==> config.mk <==
export PLATFORM = sky130hd
export DESIGN_NAME = muldiv_sequencer
export DESIGN_NICKNAME = d
export VERILOG_FILES = /design/src/rtl/muldiv_pkg.sv /design/src/rtl/muldiv_sequencer_chk.sv /design/src/rtl/muldiv_step.sv /design/src/rtl/muldiv_sequencer.sv
export SDC_FILE = /design/constraint.sdc
export NUM_CORES = 1
export LEC_CHECK = 0
export CAP_MARGIN = 20
export CORE_MARGIN = 5
export CORE_UTILIZATION = 40
export CTS_CLUSTER_SIZE = 20
export DETAILED_ROUTE_END_ITERATION = 10
export GPL_TIMING_DRIVEN = 0
export SLEW_MARGIN = 15
export SYNTH_ARGS = -nofsm -noshare
export SYNTH_HDL_FRONTEND = slang
export SYNTH_HIERARCHICAL = 1
export SYNTH_SLANG_ARGS = --single-unit
==> constraint.sdc <==
create_clock -name clk -period 2.9 [get_ports clk]
set_input_delay 0.29 -clock clk [delete_from_list [all_inputs] [get_ports clk]]
set_output_delay 0.29 -clock clk [all_outputs]
set_load 0.01 [all_outputs]
==> src/rtl/muldiv_pkg.sv <==
// Shared types and constants for the iterative multiply/divide unit.
// Operation encoding matches the opE field driven by Execute.
package muldiv_pkg;

    typedef enum logic [1:0] {
        MD_MULT  = 2'd0,
        MD_MULTU = 2'd1,
        MD_DIV   = 2'd2,
        MD_DIVU  = 2'd3
    } md_op_t;

    typedef enum logic [1:0] {
        IDLE = 2'd0,
        RUN  = 2'd1,
        FIX  = 2'd2
    } md_state_t;

    localparam int MD_WIDTH = 32;
    localparam int MD_CNT_W = $clog2(MD_WIDTH) + 1;

    // Two's-complement ops need magnitude capture and sign fixup.
    function automatic logic md_is_signed(input md_op_t op);
        return (op == MD_MULT) || (op == MD_DIV);
    endfunction

endpackage

==> src/rtl/muldiv_sequencer_chk.sv <==
// Protocol checker for the multiply/divide unit; carries no logic.
// A start while busy means the hazard unit failed to stall Execute.
module muldiv_sequencer_chk (
    input logic clk,
    input logic reset,
    input logic startE,
    input logic busy
);

    a_no_start_while_busy: assert property (
        @(posedge clk) disable iff (!reset) !(startE && busy)
    );

endmodule

==> src/rtl/muldiv_step.sv <==
// One iteration of the multiply/divide loop: shift-add multiply or
// restoring-divide step over the {acc, quo} register pair.
module muldiv_step
    import muldiv_pkg::*;
#(
    parameter int WIDTH = MD_WIDTH
) (
    input  logic             is_div,
    input  logic [WIDTH-1:0] acc,
    input  logic [WIDTH-1:0] quo,
    input  logic [WIDTH-1:0] opnd,
    output logic [WIDTH-1:0] acc_next,
    output logic [WIDTH-1:0] quo_next
);

    logic [WIDTH:0]   sum_s;
    logic [WIDTH:0]   trial_s;
    logic [WIDTH-1:0] diff_s;
    logic             no_borrow_s;

    // The carry out of the add lands in the accumulator MSB after the shift.
    assign sum_s       = {1'b0, acc} + {1'b0, (quo[0] ? opnd : {WIDTH{1'b0}})};
    assign trial_s     = {acc, quo[WIDTH-1]};
    assign no_borrow_s = (trial_s >= {1'b0, opnd});
    // Only taken when no borrow, so the true difference already fits WIDTH bits.
    assign diff_s      = trial_s[WIDTH-1:0] - opnd;

    // Select the next register pair for the operation in flight.
    always_comb begin
        acc_next = acc;
        quo_next = quo;
        if (is_div) begin
            if (no_borrow_s) begin
                acc_next = diff_s;
            end else begin
                acc_next = trial_s[WIDTH-1:0];
            end
            quo_next = {quo[WIDTH-2:0], no_borrow_s};
        end else begin
            acc_next = sum_s[WIDTH:1];
            quo_next = {sum_s[0], quo[WIDTH-1:1]};
        end
    end

endmodule

==> src/rtl/muldiv_sequencer.sv <==
// Iterative MULT/MULTU/DIV/DIVU unit owning HI/LO, with a 32-step loop,
// a sign-fixup/commit state and a Decode stall toward the hazard unit.
module muldiv_sequencer
    import muldiv_pkg::*;
#(
    parameter int WIDTH = MD_WIDTH
) (
    input  logic             clk,
    input  logic             reset,
    input  logic             startE,
    input  logic [1:0]       opE,
    input  logic [WIDTH-1:0] srcaE,
    input  logic [WIDTH-1:0] srcbE,
    input  logic             abortE,
    input  logic             mthiW,
    input  logic             mtloW,
    input  logic [WIDTH-1:0] mtdataW,
    input  logic             hlreadD,
    input  logic             muldivD,
    output logic             busy,
    output logic             stallD,
    output logic             done,
    output logic [WIDTH-1:0] hi,
    output logic [WIDTH-1:0] lo
);

    md_state_t             state_r;
    logic [MD_CNT_W-1:0]   cnt_r;
    logic [WIDTH-1:0]      acc_r;
    logic [WIDTH-1:0]      quo_r;
    logic [WIDTH-1:0]      opnd_r;
    logic                  is_div_r;
    logic                  negq_r;
    logic                  negr_r;
    logic [WIDTH-1:0]      hi_r;
    logic [WIDTH-1:0]      lo_r;
    logic                  busy_r;
    logic                  done_r;

    md_op_t                op_s;
    logic                  sa_s;
    logic                  sb_s;
    logic [WIDTH-1:0]      mag_a_s;
    logic [WIDTH-1:0]      mag_b_s;
    logic [WIDTH-1:0]      acc_next_s;
    logic [WIDTH-1:0]      quo_next_s;
    logic [2*WIDTH-1:0]    prod_s;
    logic [WIDTH-1:0]      quo_fix_s;
    logic [WIDTH-1:0]      rem_fix_s;

    assign op_s = md_op_t'(opE);

    // Operand magnitudes for signed ops; 0x80000000 stays as its unsigned magnitude.
    always_comb begin
        sa_s    = md_is_signed(op_s) & srcaE[WIDTH-1];
        sb_s    = md_is_signed(op_s) & srcbE[WIDTH-1];
        mag_a_s = srcaE;
        mag_b_s = srcbE;
        if (sa_s) begin
            mag_a_s = {WIDTH{1'b0}} - srcaE;
        end else begin
            mag_a_s = srcaE;
        end
        if (sb_s) begin
            mag_b_s = {WIDTH{1'b0}} - srcbE;
        end else begin
            mag_b_s = srcbE;
        end
    end

    // Sign-corrected results presented to the commit in FIX.
    always_comb begin
        prod_s    = {acc_r, quo_r};
        quo_fix_s = quo_r;
        rem_fix_s = acc_r;
        if (negq_r) begin
            prod_s    = {(2*WIDTH){1'b0}} - {acc_r, quo_r};
            quo_fix_s = {WIDTH{1'b0}} - quo_r;
        end else begin
            prod_s    = {acc_r, quo_r};
            quo_fix_s = quo_r;
        end
        if (negr_r) begin
            rem_fix_s = {WIDTH{1'b0}} - acc_r;
        end else begin
            rem_fix_s = acc_r;
        end
    end

    muldiv_step #(.WIDTH(WIDTH)) u_step (
        .is_div   (is_div_r),
        .acc      (acc_r),
        .quo      (quo_r),
        .opnd     (opnd_r),
        .acc_next (acc_next_s),
        .quo_next (quo_next_s)
    );

    // Sequencer FSM, iteration datapath and architectural HI/LO.
    always_ff @(posedge clk or negedge reset) begin
        if (!reset) begin
            state_r  <= IDLE;
            cnt_r    <= {MD_CNT_W{1'b0}};
            acc_r    <= {WIDTH{1'b0}};
            quo_r    <= {WIDTH{1'b0}};
            opnd_r   <= {WIDTH{1'b0}};
            is_div_r <= 1'b0;
            negq_r   <= 1'b0;
            negr_r   <= 1'b0;
            hi_r     <= {WIDTH{1'b0}};
            lo_r     <= {WIDTH{1'b0}};
            busy_r   <= 1'b0;
            done_r   <= 1'b0;
        end else begin
            // mthi/mtlo first so a same-cycle commit below overrides them.
            if (mthiW) hi_r <= mtdataW;
            if (mtloW) lo_r <= mtdataW;
            case (state_r)
                IDLE: begin
                    if (startE && !abortE) begin
                        state_r  <= RUN;
                        busy_r   <= 1'b1;
                        cnt_r    <= {MD_CNT_W{1'b0}};
                        acc_r    <= {WIDTH{1'b0}};
                        is_div_r <= opE[1];
                        negq_r   <= sa_s ^ sb_s;
                        negr_r   <= sa_s;
                        if (opE[1]) begin
                            quo_r  <= mag_a_s;
                            opnd_r <= mag_b_s;
                        end else begin
                            quo_r  <= mag_b_s;
                            opnd_r <= mag_a_s;
                        end
                    end
                end
                RUN: begin
                    if (abortE) begin
                        state_r <= IDLE;
                        busy_r  <= 1'b0;
                        cnt_r   <= {MD_CNT_W{1'b0}};
                    end else begin
                        acc_r <= acc_next_s;
                        quo_r <= quo_next_s;
                        if (cnt_r == MD_CNT_W'(WIDTH - 1)) begin
                            state_r <= FIX;
                            done_r  <= 1'b1;
                        end else begin
                            cnt_r <= cnt_r + MD_CNT_W'(1);
                        end
                    end
                end
                FIX: begin
                    state_r <= IDLE;
                    busy_r  <= 1'b0;
                    done_r  <= 1'b0;
                    cnt_r   <= {MD_CNT_W{1'b0}};
                    if (!abortE) begin
                        if (is_div_r) begin
                            hi_r <= rem_fix_s;
                            lo_r <= quo_fix_s;
                        end else begin
                            hi_r <= prod_s[2*WIDTH-1:WIDTH];
                            lo_r <= prod_s[WIDTH-1:0];
                        end
                    end
                end
                default: begin
                    state_r <= IDLE;
                    busy_r  <= 1'b0;
                    done_r  <= 1'b0;
                    cnt_r   <= {MD_CNT_W{1'b0}};
                end
            endcase
        end
    end

    assign busy   = busy_r;
    assign stallD = busy_r & (hlreadD | muldivD);
    // A kill in FIX cancels the commit, so the pulse must drop with it.
    assign done   = done_r & ~abortE;
    assign hi     = hi_r;
    assign lo     = lo_r;

    muldiv_sequencer_chk u_chk (
        .clk    (clk),
        .reset  (reset),
        .startE (startE),
        .busy   (busy_r)
    );

endmodule

==> flow_summary.toml, run 1 <==
[cts]
clk_latency_ps = 460
clk_pin_slew_ps = 80
cts_made_buffers = 17
cts_tree = "built"
h-tree-depth = 4
cts_sinks = 173
clockBufferDepth = 2
cts_root_buffer = "clkbuf_16"

[critical_path]
worst_path_max_delay_cell = "dfrtp_4"
arrival_ps = 3700
worstPathCellList = "clkbuf_16, and2_4, ha_4, fa_2, a21o_1, nand3_2, o211a_4, buf_4, a21oi_4, a31oi_4, o21a_1, nor3_4, a2111oi_4, nor3_2, nand3_1, nand2_1"
max_stage_delay_ps = 590
rr_startpoint = "quo_r[0]"
reg2reg_depth = 16
worstPathMaxFanout = 8
crit_type = "reg -> reg"
critPathRequiredTime_ps = 3250
crit_path_start_kind = "register"
r2r_slack_ps = -450
end_kind = "register"
rr_endpoint = "acc_r[31]"

[logic_synthesis]
synth_edf_count = 0
synth_cell_types = 97
synth-main-ff-cell = "dfrtp_1"
synthesis.area_mm2 = 0.0163
synthCells = 2068
seq_area_frac_synth_pct = 26.6
postSynthAreaPerCell_um2 = 7.87
yosys_warnings = 6
synth.area.top_cells = "dfrtp_1, a21oi_1, ha_1"
ys_ff_latch = 173
async_reset_ff_share_pct = 100
syn_nets = 2245
synth_top_cell_area_share_pct = 26.6
yosysTopAreaCell = "dfrtp_1"

[placed_design]
dp_hpwl_um = 54100
finalWeightedCongestion = 0.965
io_buffers = 168
preCtsSetupSlack_ps = -1150
dpl_cell_area_mm2 = 0.0187

[route]
drtIter0Drc = 1739
viasPerCell = 6.11
dr.pass1.iters = 5
vias = 17610
antenna_left = 0
post-route-drc-count = 0
wl_um = 70300
wire_per_inst_um = 24.4

[sta]
final-hold-violation-count = 0
relSlewSlack_pct = 31.6
fmax_ghz = 0.299
period_needed_ps = 3350
rsz0062_at_grt = "true"
worst_pin_slew_ps = 1030
fin_tns_setup_ps = -7460
worst_slack_ps = -449
slew_viol_final = 0
setup_viol = 39
clock_skew_ps = 11.0
finalCritPeriodShare_pct = 115

[die]
die_width_um = 212
start_util_pct = 40.7
die-area_mm2 = 0.0448
die_y_um = 212
core_mm2 = 0.0400
io_pins = 173
num_rows = 73

[outcome]
status = "finished, violations left"
violations = "negative setup slack"

[min_path]
holdPathEnd = "lo[7]"
hold_path_startpoint = "mtloW"
hold-path-cell-count = 4
hold_class = "in -> reg"

[grt]
grt_max_degree = 98
grt_pass1_wl_um = 105000
grt_remaining_overflow = 0
antenna_found_initial = 1
grt_usage_pct = 30.1
grt_pass1_vias = 16983

[cells_and_area]
layout.nets = 2522
area_delta_synth_final_pct = 31.6
fin_area_mm2 = 0.0214
drive_above_1_share_pct = 18.5

[pwr]
p_leak_nw = 8.77
max-vdd-ir-drop_uv = 458
p_per_area_mw_per_mm2 = 901

[job]
max_cap_violations = 0
## how the worst max path moves through the flow
| stage | start | to | slack, ps | cells after the start |
|---|---|---|---|---|
| floorplan | quo_r[0] | acc_r[30] | 30 | 14 |
| CTS | quo_r[0] | acc_r[23] | -400 | 14 |
| detailed placement | quo_r[0] | acc_r[30] | -1150 | 14 |
| global placement | reset | opnd_r[24] | -5940 | 1 |
| global route | quo_r[0] | acc_r[23] | -530 | 15 |
| finish | quo_r[0] | acc_r[31] | -450 | 16 |
## cells in the final DEF (no fill, tap or decap), types with 13 or more instances in the layout
master	instances
clkbuf_16	21
nor4_1	17
nand3_1	72
o21a_1	18
o22ai_1	13
a21oi_2	28
or4_1	14
mux2_2	44
buf_6	16
a31oi_1	37
buf_4	69
o221ai_1	16
mux2i_1	55
nand4_1	20
o21ai_0	96
dfrtp_1	134
a21oi_1	157
clkbuf_1	94
xnor2_1	83
o21ai_1	15
o211ai_1	17
a21o_1	34
xor2_1	69
or3_1	22
inv_1	67
clkdlybuf4s50_1	167
o31ai_1	17
nand2_1	198
nand2b_1	14
nor2b_1	42
dfrtp_2	38
and2_1	36
ha_4	24
nor2_1	149
and3_1	20
ha_1	37
nor3_1	45
a211oi_1	40
## through the flow
stage	util [%]	hold WS [ps]	power (mW)	std cells
2_1_floorplan	-	-5.59	10.6	2068
3_3_place_gp	46.6	476	13.9	2761
3_5_place_dp	46.7	319	14.0	2762
4_1_cts	51.8	322	17.9	2858
5_1_grt	53.5	371	20.2	2884
6_report	53.5	341	19.3	2884
## routing by layer
metal	track usage, %	wire (um)
met5	0	0
met4	12.0	3000
met3	4.89	5620
met2	47.1	31300
met1	41.7	30400
## layout make-up
| class | instances | area [um^2] |
|---|---|---|
| fillers | 3823 | 18600 |
| multi-input cells | 1696 | 12300 |
| flip-flops and latches | 173 | 4380 |
| repair buffers | 262 | 2590 |
| well taps | 525 | 657 |
| plain buffers | 122 | 609 |
| clock buffers | 20 | 447 |
| inverters | 73 | 277 |
| clock inverters | 12 | 125 |
| diodes | 1 | 2.50 |
## registers in the layout, summed over array words and instances (netlist names)
name,flops
acc_r,32
busy,1
cnt_r,6
done_r,1
hi,32
is_div_r,1
lo,32
negq_r,1
negr_r,1
opnd_r,32
quo_r,32
state_r,2
## timing repair
action | CTS | global route
endpoints found under the setup margin | 69 | 66
hold endpoints to repair | 76 | 0
gates cloned | 3 | 2
hold buffers | 1 | 0
gates resized for setup | 215 | 106
pin swaps | 85 | 63
buffers inserted | 63 | 24
## worst max-delay path: cells and delay by family (launching register included)
kind,cells,cell delay [ps]
AO/OA/AOI/OAI,6,1240
adder cells (fa/ha/maj),2,540
buffers and inverters,2,330
flip-flops,1,590
AND/OR/NAND/NOR,6,520
## power breakdown
group / internal (mW) / switching [mW] / leakage, nW
Sequential: 3.00 / 1.19 / 2.09
Clock: 1.23 / 1.11 / 0.281
Combinational: 5.42 / 7.34 / 6.40
## cell families after synthesis
logic type	after synthesis	share of synthesized area (%)
mux	101	6.56
fa+ha+maj	71	5.55
simple gates	743	23.0
xor+xnor	158	8.51
buf+inv	199	4.85
compound gates	623	24.9
flops	173	26.6
## cell usage after synthesis, types with 4 or more instances
library cell and instances:
nor2b_1 44, o21a_1 19, a311o_1 4, mux2i_1 56, mux2_2 45, or4_1 15
nor4_1 23, xor2_1 70, o41ai_1 12, ha_1 69, dfrtp_1 173, and2_1 40
a21oi_1 192, a41oi_1 8, or3_1 23, nand2b_1 15, nand3_1 74, a31oi_1 41
buf_1 11, nand4_1 20, or2_2 13, o221ai_1 16, xnor2_1 88, and4_1 7
nor3b_1 7, buf_2 10, o21bai_1 7, o31a_1 6, nand2_1 200, o21ai_0 116
inv_1 72, and3_1 24, a22oi_1 8, a31o_2 12, a211oi_1 42, o211ai_1 17
a21o_1 35, o22ai_1 13, nor2_1 158, clkbuf_1 100, nor3_1 53, o2111ai_1 4
a21boi_0 4, o31ai_1 22
Note: power is estimated with default switching activity, not from simulation.
==> run 2: changes to the inputs <==
ABC_CLOCK_PERIOD_IN_PS = 2900   (was not set)
==> results of run 2 <==
The final DEF is identical to that of run 1; final timing and power are the same.
==> run 3: changes to the inputs <==
CORE_MARGIN = not set   (was 5)
==> flow_summary.toml, run 3 (synthesized netlist as in run 1, its figures left out) <==
[critical_path]
arrival_ps = 3660
critPathRequiredTime_ps = 3250
crit_type = "reg -> reg"
end_kind = "register"
worstPathMaxFanout = 7
crit_path_start_kind = "register"
worst_path_max_delay_cell = "dfrtp_4"
worstPathCellList = "clkbuf_8, and2_1, ha_4, and3_2, a221o_1, a31oi_4, a2111oi_4, o41a_1, o21ai_2, a31oi_1, xnor2_1, o21a_1, nand3_1, nand2_1"
reg2reg_depth = 14
max_stage_delay_ps = 580

[outcome]
violations = "negative setup slack"
status = "finished, violations left"

[route]
vias = 17645
dr.pass1.iters = 5
wl_um = 69500
wire_per_inst_um = 24.1
viasPerCell = 6.12
antenna_left = 0
post-route-drc-count = 0
drtIter0Drc = 1624

[cells_and_area]
area_delta_synth_final_pct = 30.8
final_common_cell = "nand2_1"
fin_cells = 2882
mostFrequentLayoutCells = "nand2_1, clkdlybuf4s50_1, a21oi_1"
layout.nets = 2520
drive_above_1_share_pct = 18.0

[job]
max_cap_violations = 0

[sta]
finalCritPeriodShare_pct = 114
clock_skew_ps = 11.7
relSlewSlack_pct = 31.3
slew_viol_final = 0
final-hold-violation-count = 0
setup_viol = 33
fmax_ghz = 0.303
period_needed_ps = 3300
rsz0062_at_grt = "true"
worst_slack_ps = -401
worst_pin_slew_ps = 1030

[min_path]
hold-path-cell-count = 4
hold_class = "in -> reg"

[placed_design]
finalWeightedCongestion = 0.989
io_buffers = 168
dp_cells = 2763
dp_hpwl_um = 53600

[grt]
antenna_found_initial = 1
grt_pass1_vias = 16911
grt_max_degree = 101
grt_remaining_overflow = 0
grt_pass1_wl_um = 104000
grt_usage_pct = 32.8

[cts]
clk_pin_slew_ps = 80
cts_tree = "built"
cts_made_buffers = 17
cts_root_buffer = "clkbuf_16"
clk_latency_ps = 460
h-tree-depth = 4
clockBufferDepth = 2
cts_sinks = 173

[die]
start_util_pct = 40.8
die_width_um = 204
die-area_mm2 = 0.0415
num_rows = 73
core_mm2 = 0.0399
io_pins = 173
die_y_um = 204

[pwr]
p_total_mw = 19.2
max-vdd-ir-drop_uv = 371
p_leak_nw = 8.76
p_per_area_mw_per_mm2 = 904
[run 3: changes by cell type in the layout (fill, tap and decap cells not counted), moves of 3 or more]
cell,delta
nor2_4,-3
a21oi_4,-5
nor2_1,+6
o21ai_1,-8
nor2_2,-3
o21ai_0,+10
a21oi_2,+3
nor3_2,-3
buf_4,+4
[run 3: final timing paths]
| kind | to | slack (ps) | startpoint |
|---|---|---|---|
| worst max-delay path | acc_r[23] | -400 | quo_r[0] |
| worst min-delay path | lo[1] | 380 | mtloW |
| worst max register to register | acc_r[23] | -400 | quo_r[0] |
| worst min register to register | done_r | 500 | done_r |
| max in group asynchronous | opnd_r[12] | 1530 | reset |
| min in group asynchronous | lo[3] | 400 | reset |
[run 3: area by class of cell]
cell class	count	area (um^2)
Antenna cell	1	2.50
Buffer	121	621
Clock buffer	19	443
Clock inverter	13	171
Fill cell	3736	18600
Inverter	73	274
Multi-Input combinational cell	1696	12200
Sequential cell	173	4380
Tap cell	525	657
Timing Repair Buffer	261	2530
[run 3: repair_timing]
| item | in CTS | in global routing |
|---|---|---|
| endpoints found under the setup margin | 69 | 66 |
| cloned | 2 | 3 |
| hold endpoints to repair | 73 | 0 |
| pin swaps | 70 | 52 |
| hold buffers | 1 | 0 |
| gates resized for setup | 158 | 120 |
| setup buffers | 48 | 37 |
[run 3: critical path, delay by kind of cell, from the launching register on]
family,cells,cell delay (ps)
AND/OR/NAND/NOR,4,520
XOR/XNOR,1,130
buffers and inverters,1,190
AO/OA/AOI/OAI,7,1510
flip-flops,1,580
adder cells (fa/ha/maj),1,240
[run 3: where the power goes]
| part | internal (mW) | switching, mW | leakage [nW] | total [mW] |
|---|---|---|---|---|
| clock | 1.33 | 1.14 | 0.295 | 2.48 |
| combinational | 5.37 | 7.18 | 6.37 | 12.6 |
| sequential | 3.01 | 1.20 | 2.09 | 4.20 |
| total | 9.71 | 9.53 | 8.76 | 19.2 |
[run 3: metrics by stage]
step	setup slack (ps)	area (um^2)	hold slack [ps]	TNS, ps	util (%)
4_1_cts	-409	20400	381	-3700	51.1
3_5_place_dp	-1200	18700	307	-41680	46.8
6_report	-401	21300	383	-7430	53.3
5_1_grt	-536	21300	405	-10980	53.3
2_1_floorplan	25.1	16300	-5.59	0	-
3_3_place_gp	-5950	18700	475	-1065890	46.7
[run 3: layer usage]
layer	wire (um)	track usage [%]
met5	0	0
met4	3170	14.6
met3	5290	4.35
met2	30800	51.2
met1	30200	44.9
